$ cat src/rtl/alu_fault_engine.sv
// Fault-injecting ALU: valid/ready single-op datapath with a trigger/duration fault window
// and selectable opcode-stuck, bit-flip, stuck-at and result-delay faults.
module alu_fault_engine #(
   parameter int WIDTH     = 32,
   parameter int CNT_W     = 8,
   parameter int DELAY_MAX = 7
) (
   input  logic                           i_clk,
   input  logic                           i_rst,
   input  logic                           i_in_valid,
   output logic                           o_in_ready,
   input  logic [WIDTH-1:0]               i_a,
   input  logic [WIDTH-1:0]               i_b,
   input  logic [2:0]                     i_alu_ctrl,
   input  logic                           i_cfg_arm,
   input  logic [2:0]                     i_cfg_mode,
   input  logic [2:0]                     i_cfg_op,
   input  logic [$clog2(WIDTH)-1:0]       i_cfg_bit,
   input  logic [$clog2(DELAY_MAX+1)-1:0] i_cfg_delay,
   input  logic [CNT_W-1:0]               i_cfg_trigger,
   input  logic [CNT_W-1:0]               i_cfg_duration,
   output logic                           o_out_valid,
   input  logic                           i_out_ready,
   output logic [WIDTH-1:0]               o_result,
   output logic                           o_zero,
   output logic                           o_negative,
   output logic                           o_carry,
   output logic                           o_overflow,
   output logic                           o_fault_applied,
   output logic [1:0]                     o_fault_state
);
   // state      | meaning
   // S_DISARMED | no fault window, waiting for arm
   // S_COUNT    | counting clean ops until the trigger op
   // S_ACTIVE   | every accepted op is faulted
   // S_EXPIRED  | window closed, waiting for re-arm
   localparam int DW  = $clog2(DELAY_MAX+1);
   localparam int MSB = WIDTH-1;

   typedef enum logic [1:0] {
      S_DISARMED = 2'b00,
      S_COUNT    = 2'b01,
      S_ACTIVE   = 2'b10,
      S_EXPIRED  = 2'b11
   } fault_state_t;

   fault_state_t     r_state, w_state_nxt;
   logic [CNT_W-1:0] r_trig_cnt, w_trig_nxt, r_dur_cnt, w_dur_nxt, w_dur_p1;
   logic             r_busy;
   logic [DW-1:0]    r_dly_cnt;
   logic [WIDTH-1:0] r_result;
   logic             r_zero, r_negative, r_carry, r_overflow, r_fault_applied;
   logic             w_accept, w_hit, w_fault;
   logic [2:0]       w_op;
   logic [WIDTH:0]   w_sum, w_diff;
   logic [WIDTH-1:0] w_res_raw, w_res;
   logic             w_carry, w_ovf;

   assign o_out_valid     = r_busy && (r_dly_cnt == '0);
   assign o_in_ready      = !i_rst && (!r_busy || (o_out_valid && i_out_ready));
   assign w_accept        = i_in_valid && o_in_ready;
   assign w_hit           = ((r_state == S_COUNT) && (r_trig_cnt == i_cfg_trigger)) ||
                            (r_state == S_ACTIVE);
   assign w_fault         = w_hit && (i_cfg_mode != 3'd0) && (i_cfg_mode <= 3'd5);
   assign w_dur_p1        = r_dur_cnt + CNT_W'(1);
   assign o_fault_state   = r_state;
   assign o_result        = r_result;
   assign o_zero          = r_zero;
   assign o_negative      = r_negative;
   assign o_carry         = r_carry;
   assign o_overflow      = r_overflow;
   assign o_fault_applied = r_fault_applied;

   // dur_cnt counts faulted ops already issued, so the window holds exactly cfg_duration ops
   always_comb begin
      w_state_nxt = r_state;
      w_trig_nxt  = r_trig_cnt;
      w_dur_nxt   = r_dur_cnt;
      if (w_accept) begin
         case (r_state)
            S_COUNT: begin
               if (r_trig_cnt == i_cfg_trigger) begin
                  w_dur_nxt   = CNT_W'(1);
                  w_state_nxt = (i_cfg_duration == CNT_W'(1)) ? S_EXPIRED : S_ACTIVE;
               end else begin
                  w_trig_nxt = r_trig_cnt + CNT_W'(1);
               end
            end
            S_ACTIVE: begin
               if ((i_cfg_duration != '0) && (w_dur_p1 == i_cfg_duration))
                  w_state_nxt = S_EXPIRED;
               else
                  w_dur_nxt = w_dur_p1;
            end
            default: ;
         endcase
      end
      if (i_cfg_arm) begin
         w_state_nxt = S_COUNT;
         w_trig_nxt  = '0;
         w_dur_nxt   = '0;
      end
   end

   always_ff @(posedge i_clk) begin
      if (i_rst) begin
         r_state    <= S_DISARMED;
         r_trig_cnt <= '0;
         r_dur_cnt  <= '0;
      end else begin
         r_state    <= w_state_nxt;
         r_trig_cnt <= w_trig_nxt;
         r_dur_cnt  <= w_dur_nxt;
      end
   end

   assign w_op   = (w_fault && (i_cfg_mode == 3'd1)) ? i_cfg_op : i_alu_ctrl;
   assign w_sum  = {1'b0, i_a} + {1'b0, i_b};
   assign w_diff = {1'b0, i_a} - {1'b0, i_b};

   always_comb begin
      w_res_raw = '0;
      w_carry   = 1'b0;
      w_ovf     = 1'b0;
      case (w_op)
         3'b000: w_res_raw = i_a & i_b;
         3'b001: w_res_raw = i_a | i_b;
         3'b010: begin
            w_res_raw = w_sum[MSB:0];
            w_carry   = w_sum[WIDTH];
            w_ovf     = (i_a[MSB] == i_b[MSB]) && (w_sum[MSB] != i_a[MSB]);
         end
         3'b110: begin
            w_res_raw = w_diff[MSB:0];
            w_carry   = !w_diff[WIDTH];
            w_ovf     = (i_a[MSB] != i_b[MSB]) && (w_diff[MSB] != i_a[MSB]);
         end
         3'b111: w_res_raw = {{(WIDTH-1){1'b0}}, ($signed(i_a) < $signed(i_b))};
         3'b100: w_res_raw = ~(i_a | i_b);
         default: ;
      endcase
   end

   // bit faults touch only the result; carry/overflow stay those of the executed op
   always_comb begin
      w_res = w_res_raw;
      if (w_fault) begin
         case (i_cfg_mode)
            3'd2: w_res[i_cfg_bit] = ~w_res_raw[i_cfg_bit];
            3'd3: w_res[i_cfg_bit] = 1'b0;
            3'd4: w_res[i_cfg_bit] = 1'b1;
            default: ;
         endcase
      end
   end

   always_ff @(posedge i_clk) begin
      if (i_rst) begin
         r_busy          <= 1'b0;
         r_dly_cnt       <= '0;
         r_result        <= '0;
         r_zero          <= 1'b0;
         r_negative      <= 1'b0;
         r_carry         <= 1'b0;
         r_overflow      <= 1'b0;
         r_fault_applied <= 1'b0;
      end else if (w_accept) begin
         r_busy          <= 1'b1;
         r_dly_cnt       <= (w_fault && (i_cfg_mode == 3'd5)) ? i_cfg_delay : '0;
         r_result        <= w_res;
         r_zero          <= (w_res == '0);
         r_negative      <= w_res[MSB];
         r_carry         <= w_carry;
         r_overflow      <= w_ovf;
         r_fault_applied <= w_fault;
      end else if (o_out_valid && i_out_ready) begin
         r_busy <= 1'b0;
      end else if (r_dly_cnt != '0) begin
         r_dly_cnt <= r_dly_cnt - DW'(1);
      end
   end
endmodule

$ cat config.mk
export PLATFORM = sky130hd
export DESIGN_NAME = alu_fault_engine
export DESIGN_NICKNAME = d
export VERILOG_FILES = /design/src/rtl/alu_fault_engine.sv
export SDC_FILE = /design/constraint.sdc
export NUM_CORES = 1
export LEC_CHECK = 0
export BUFFER_PORTS_ARGS = -buffer_cell sky130_fd_sc_hd__buf_2
export CELL_PAD_IN_SITES_DETAIL_PLACEMENT = 1
export CELL_PAD_IN_SITES_GLOBAL_PLACEMENT = 1
export CORE_MARGIN = 2
export CORE_UTILIZATION = 39
export CTS_CLUSTER_SIZE = 12
export DETAILED_ROUTE_END_ITERATION = 7
export MAX_ROUTING_LAYER = met4
export PLACE_DENSITY = 0.92
export SLEW_MARGIN = 20
export SYNTH_ARGS = -nofsm -noshare
export SYNTH_HDL_FRONTEND = slang
export SYNTH_SLANG_ARGS = --single-unit
$ cat constraint.sdc
create_clock -name i_clk -period 4.37 [get_ports i_clk]
set_input_delay 0.437 -clock i_clk [delete_from_list [all_inputs] [get_ports i_clk]]
set_output_delay 0.437 -clock i_clk [all_outputs]
set_load 0.005 [all_outputs]
==> impl_metrics.py, run 1 <==
metrics = {
    "run_status": {
        "outcome": "aborted with a tool error",
        "lastStage": "global routing (5_1_grt)",
        "stop_error": "[ERROR GRT-0232] Routing congestion too high. Check the congestion heatmap in the GUI.",
    },
    "yosys": {
        "syn-num-nets": 1622,
        "synth-edff-count": 0,
        "synthTopCellsByCount": "130 x nor2_1, 123 x nand2_1, 113 x a21oi_1, 111 x inv_1",
        "synth_async_sr_flop_share": 0,
        "yosys.area_share.xor_xnor": 0.0531,
        "yosysUniqueCellTypes": 86,
        "synth-compound-area-share": 0.331,
        "seq_area_frac_synth": 0.119,
        "ys_warn_count": 0,
        "synth.most_common_cell": "nor2_1",
        "yosys.area_share.simple": 0.257,
        "ys.flop_type": "dfxtp_1",
        "yosys-top-cells-area": "ha_1 13%, dfxtp_1 12%, a21oi_1 5.8%, o21ai_0 5.3%, nor2_1 5.0%",
        "synth_top_family_by_area": "compound AO/OA/AOI/OAI gates",
        "yosysTopAreaCell": "ha_1",
        "synthMuxAreaShare": 0.0190,
        "ys_ff_latch": 58,
        "syn_inst": 1414,
        "syn-mean-instance-area_um2": 6.89,
        "synthesis.area_mm2": 0.00974,
        "synth_top_area_frac": 0.134,
        "synthAdderAreaFrac": 0.138,
    },
    "cts": {
        "cts_buffers": 9,
        "cts-root-buf": "clkbuf_16",
        "cts_max_path_buffers": 2,
        "htree_levels": 3,
        "cts.sinks": 58,
    },
    "die": {
        "initial_core_util": 0.399,
        "rows": 57,
        "die_width_um": 162,
        "boundaryPins": 143,
        "die_h_um": 162,
    },
    "sta": {
        "worstEndpointType": "sequential cell input",
        "worst_endpoint": "o_zero$_SDFFE_PP0P_/D",
    },
    "placed_design": {
        "port_buffers": 142,
        "dp_hpwl_mm": 38.9,
        "routabilityCongestion": 1.07,
    },
    "global_route": {
        "grt_max_degree": 45,
        "grt_overflow_total": 10,
        "track_usage": 0.737,
    },
}
## metrics by stage
step	instance area (um2)	hold WS, ns	setup TNS (ns)	cells	setup WS, ns
after floorplan	9740	0.453	0	1414	0.0649
after global placement	12700	0.448	-23.01	2078	-0.881
after detailed placement	12700	0.470	-25.42	2078	-0.942
after CTS	13700	0.356	-0.504	2120	-0.164
## logic make-up after synthesis
| family | count (synthesis) |
|---|---|
| AO/OA/AOI/OAI | 484 |
| XOR/XNOR | 59 |
| adder cells (fa/ha/maj) | 106 |
| buffers and inverters | 198 |
| flip-flops | 58 |
| multiplexers | 18 |
| AND/OR/NAND/NOR | 491 |
## per-layer routing
metal,GRT usage,overflow
met1,0.732,0
met2,0.885,2
met3,0.562,0
met4,0.720,8
met5,-,-
## what timing repair did
action	4_1_cts
endpoints found under the setup margin	33
gates cloned	3
setup buffers	24
gates resized for setup	114
pin swaps	31
hold buffers	0
==> run 2: changes to the inputs <==
Settings changed: CELL_PAD_IN_SITES_DETAIL_PLACEMENT 1 to not set, CELL_PAD_IN_SITES_GLOBAL_PLACEMENT 1 to not set, CORE_UTILIZATION 39 to 35, CTS_CLUSTER_SIZE 12 to not set, MAX_ROUTING_LAYER met4 to not set, PLACE_DENSITY 0.92 to not set, PLACE_DENSITY_LB_ADDON set to 0.15.
Clock period 4.37 ns to 5.7 ns, I/O delays scaled along.
==> impl_metrics.py, run 2 <==
metrics = {
    "cts": {
        "htree_levels": 3,
        "cts_buffers": 9,
        "worstSkewPairLatency_ns": 0.32,
        "path_clk_slew_ns": 0.05,
        "cts_tree": "built",
        "cts.sinks": 58,
        "cts_max_path_buffers": 2,
        "postCtsHoldBufs": 0,
        "cts-root-buf": "clkbuf_16",
        "post_cts_buffers": 0,
        "ctsResizeCount": 0,
    },
    "setup_path": {
        "worstPathCellList": "buf_2, inv_1, ha_1, fa_1, nor2_1, o311ai_1, and3_1, o221a_2, a2111oi_1, buf_4, nor2_1, o21ai_0, mux2i_1, nor4_1, nor4_4, nand3_2, buf_12, a32oi_1, nor4_1, nand4_1, o31ai_1",
        "rrSetupSlack_ns": 0.60,
        "path_delay_family": "simple AND/OR/NAND/NOR gates",
        "crit_type": "in2reg",
        "timing.critical_path.buf_inv": 4,
        "required_ns": 5.93,
        "crit_slowest_cell": "nor4_1",
        "cp.arrival_ns": 5.52,
        "r2r_end": "o_zero",
        "critPathMaxStageDelay_ns": 0.59,
        "cp-start-kind": "input pin",
        "ff2ff_path_depth": 17,
        "crit_fanout": 22,
        "r2r-start": "o_fault_state[0]",
        "crit_path_end_kind": "flop",
    },
    "global_route": {
        "grt_max_degree": 45,
        "grt_overflow_total": 0,
        "grt_pass1_wl_mm": 58.4,
        "antenna_found_initial": 1,
        "grt_pass1_vias": 10400,
        "track_usage": 0.251,
    },
    "pwr": {
        "power_mw": 2.02,
        "cellPowerDensity_mw_per_mm2": 182,
        "p_comb_frac": 0.507,
        "clockPowerShare": 0.267,
        "ir_drop_v": 0.000136,
        "p_leak_nw": 4.85,
        "seqPwrFrac": 0.226,
        "p_sw_mw": 0.847,
        "p_int_mw": 1.18,
        "p_sw_frac": 0.418,
    },
    "yosys": {
        "yosys-top-cells-area": "ha_1 13%, dfxtp_1 12%, a21oi_1 5.8%, o21ai_0 5.3%, nor2_1 5.0%",
        "synth.most_common_cell": "nor2_1",
        "synth-edff-count": 0,
        "syn-num-nets": 1622,
        "synthTopCellsByCount": "130 x nor2_1, 123 x nand2_1, 113 x a21oi_1, 111 x inv_1",
        "syn_inst": 1414,
        "ys.flop_type": "dfxtp_1",
        "yosysTopAreaCell": "ha_1",
        "synthesis.area_mm2": 0.00974,
        "seq_area_frac_synth": 0.119,
        "ys_ff_latch": 58,
        "syn-mean-instance-area_um2": 6.89,
        "synth_top_area_frac": 0.134,
        "synth_async_sr_flop_share": 0,
        "yosysUniqueCellTypes": 86,
        "ys_warn_count": 0,
    },
    "min_path": {
        "hold_start": "o_fault_applied",
        "holdPathStages": 2,
        "holdPathEnd": "o_fault_applied",
        "min_path_type": "reg2reg",
    },
    "die": {
        "initial_core_util": 0.353,
        "rows": 61,
        "die_h_um": 171,
        "dieArea_mm2": 0.0292,
        "die_width_um": 171,
        "boundaryPins": 143,
        "core-area_mm2": 0.0276,
    },
    "sta": {
        "skew_ns": 0.00513,
        "period_share": 0.927,
        "post-route-min-period_ns": 5.29,
        "hold_viol": 0,
        "fmax_mhz": 189,
        "finalWorstSetupSlack_ns": 0.415,
        "relSlewSlack": 0.368,
        "tightest_slew_ns": 0.944,
        "setup_violations": 0,
        "finalMaxSlewViolations": 0,
        "grt_setup_unrepaired": "no",
        "setup_tns_ns": 0,
    },
    "cells_and_area": {
        "final_core_util": 0.404,
        "final_cell_mix": "142 x buf_2, 130 x nor2_1, 123 x nand2_1",
        "largest_register_ffs": 32,
        "drive_gt1_frac": 0.146,
        "finalInstanceArea_mm2": 0.0111,
        "n_fill_cell": 3003,
        "multi_input_area_mm2": 0.00777,
        "syn_to_final_growth_pct": 14.4,
        "layout_commonest_cell": "buf_2",
        "diodes": 0,
        "fin_nets": 1728,
        "seq_area_mm2": 0.00116,
    },
    "placed_design": {
        "routabilityCongestion": 0.941,
        "postPlaceCellArea_mm2": 0.0108,
        "port_buffers": 142,
        "dp_hpwl_mm": 29.8,
        "pre_cts_slack_ns": 0.160,
    },
    "drt": {
        "drtIter0Drc": 1145,
        "wl_per_cell_um": 19.5,
        "drc": 0,
        "via_per_inst": 5.86,
        "firstDrtPassIters": 5,
        "drtAntennaViolNets": 0,
        "vias": 11200,
        "wl_mm": 37.1,
    },
    "run_status": {
        "outcome": "finished clean",
    },
    "flow_run": {
        "drv_cap": 0,
    },
}
-- run 2: cell counts after synthesis --
No cell type changed its count.
-- run 2: worst reg2reg max path, cell delays in order, from the launching register on --
cell and delay, ns:
dfxtp_1 0.37, inv_1 0.06, ha_1 0.28, or2_4 0.31
and3_4 0.21, and4_4 0.21, or3_1 0.63, nor3_4 0.60
a221oi_1 0.17, o2bb2ai_1 0.44, o221ai_1 0.21, a211o_1 0.35
nand3_2 0.12, buf_12 0.16, a32oi_1 0.15, nor4_1 0.38
nand4_1 0.13, o31ai_1 0.25
-- run 2: logic make-up after synthesis --
family,count (synthesis),share of synthesized area
xor gates and xnor gates,59,0.0531
adders and majority gates,106,0.138
buffers and inverters,198,0.0835
muxes,18,0.0190
and+or+nand+nor,491,0.257
DFF,58,0.119
AOI/OAI and AO/OA,484,0.331
-- run 2: how the worst max path moves through the flow --
| stage | startpoint | end | slack [ns] | cells past startpoint |
|---|---|---|---|---|
| 2_1_floorplan | i_a[0] | o_zero | 1.26 | 19 |
| 3_3_place_gp | i_a[0] | o_zero | 0.20 | 21 |
| 3_5_place_dp | i_a[0] | o_zero | 0.16 | 21 |
| 4_1_cts | i_a[0] | o_zero | 0.49 | 21 |
| 5_1_grt | i_a[0] | o_zero | 0.03 | 21 |
| 6_report | i_a[0] | o_zero | 0.41 | 21 |
-- run 2: per-layer routing --
layer	track usage	wire length, um
met3	0.0301	2630
met4	0.0546	650
met5	0	11
met2	0.406	16400
met1	0.357	17400
-- run 2: per-stage QoR --
stage	hold slack (ns)	instances
finish	0.462	1903
global route	0.487	1903
CTS	0.463	1903
detailed placement	0.459	1887
global placement	0.452	1887
floorplan	0.453	1414
-- run 2: final cells by class --
| cell class | count | area share |
|---|---|---|
| clock buffer | 10 | 0.0214 |
| clock inverter | 6 | 0.00595 |
| inverter | 112 | 0.0377 |
| multi-input combinational | 1158 | 0.697 |
| sequential | 58 | 0.104 |
| tap | 378 | 0.0424 |
| timing repair buffer | 181 | 0.0912 |
-- run 2: power by group through the flow --
stage | logic, mW | clock network [mW] | registers [mW]
floorplan | 0.663 | 0 | 0.467
global placement | 1.00 | 0 | 0.466
detailed placement | 1.00 | 0 | 0.467
CTS | 1.01 | 0.551 | 0.458
global route | 1.13 | 0.567 | 0.462
finish | 1.03 | 0.540 | 0.458
No activity file was read; power rests on OpenSTA's default activity.
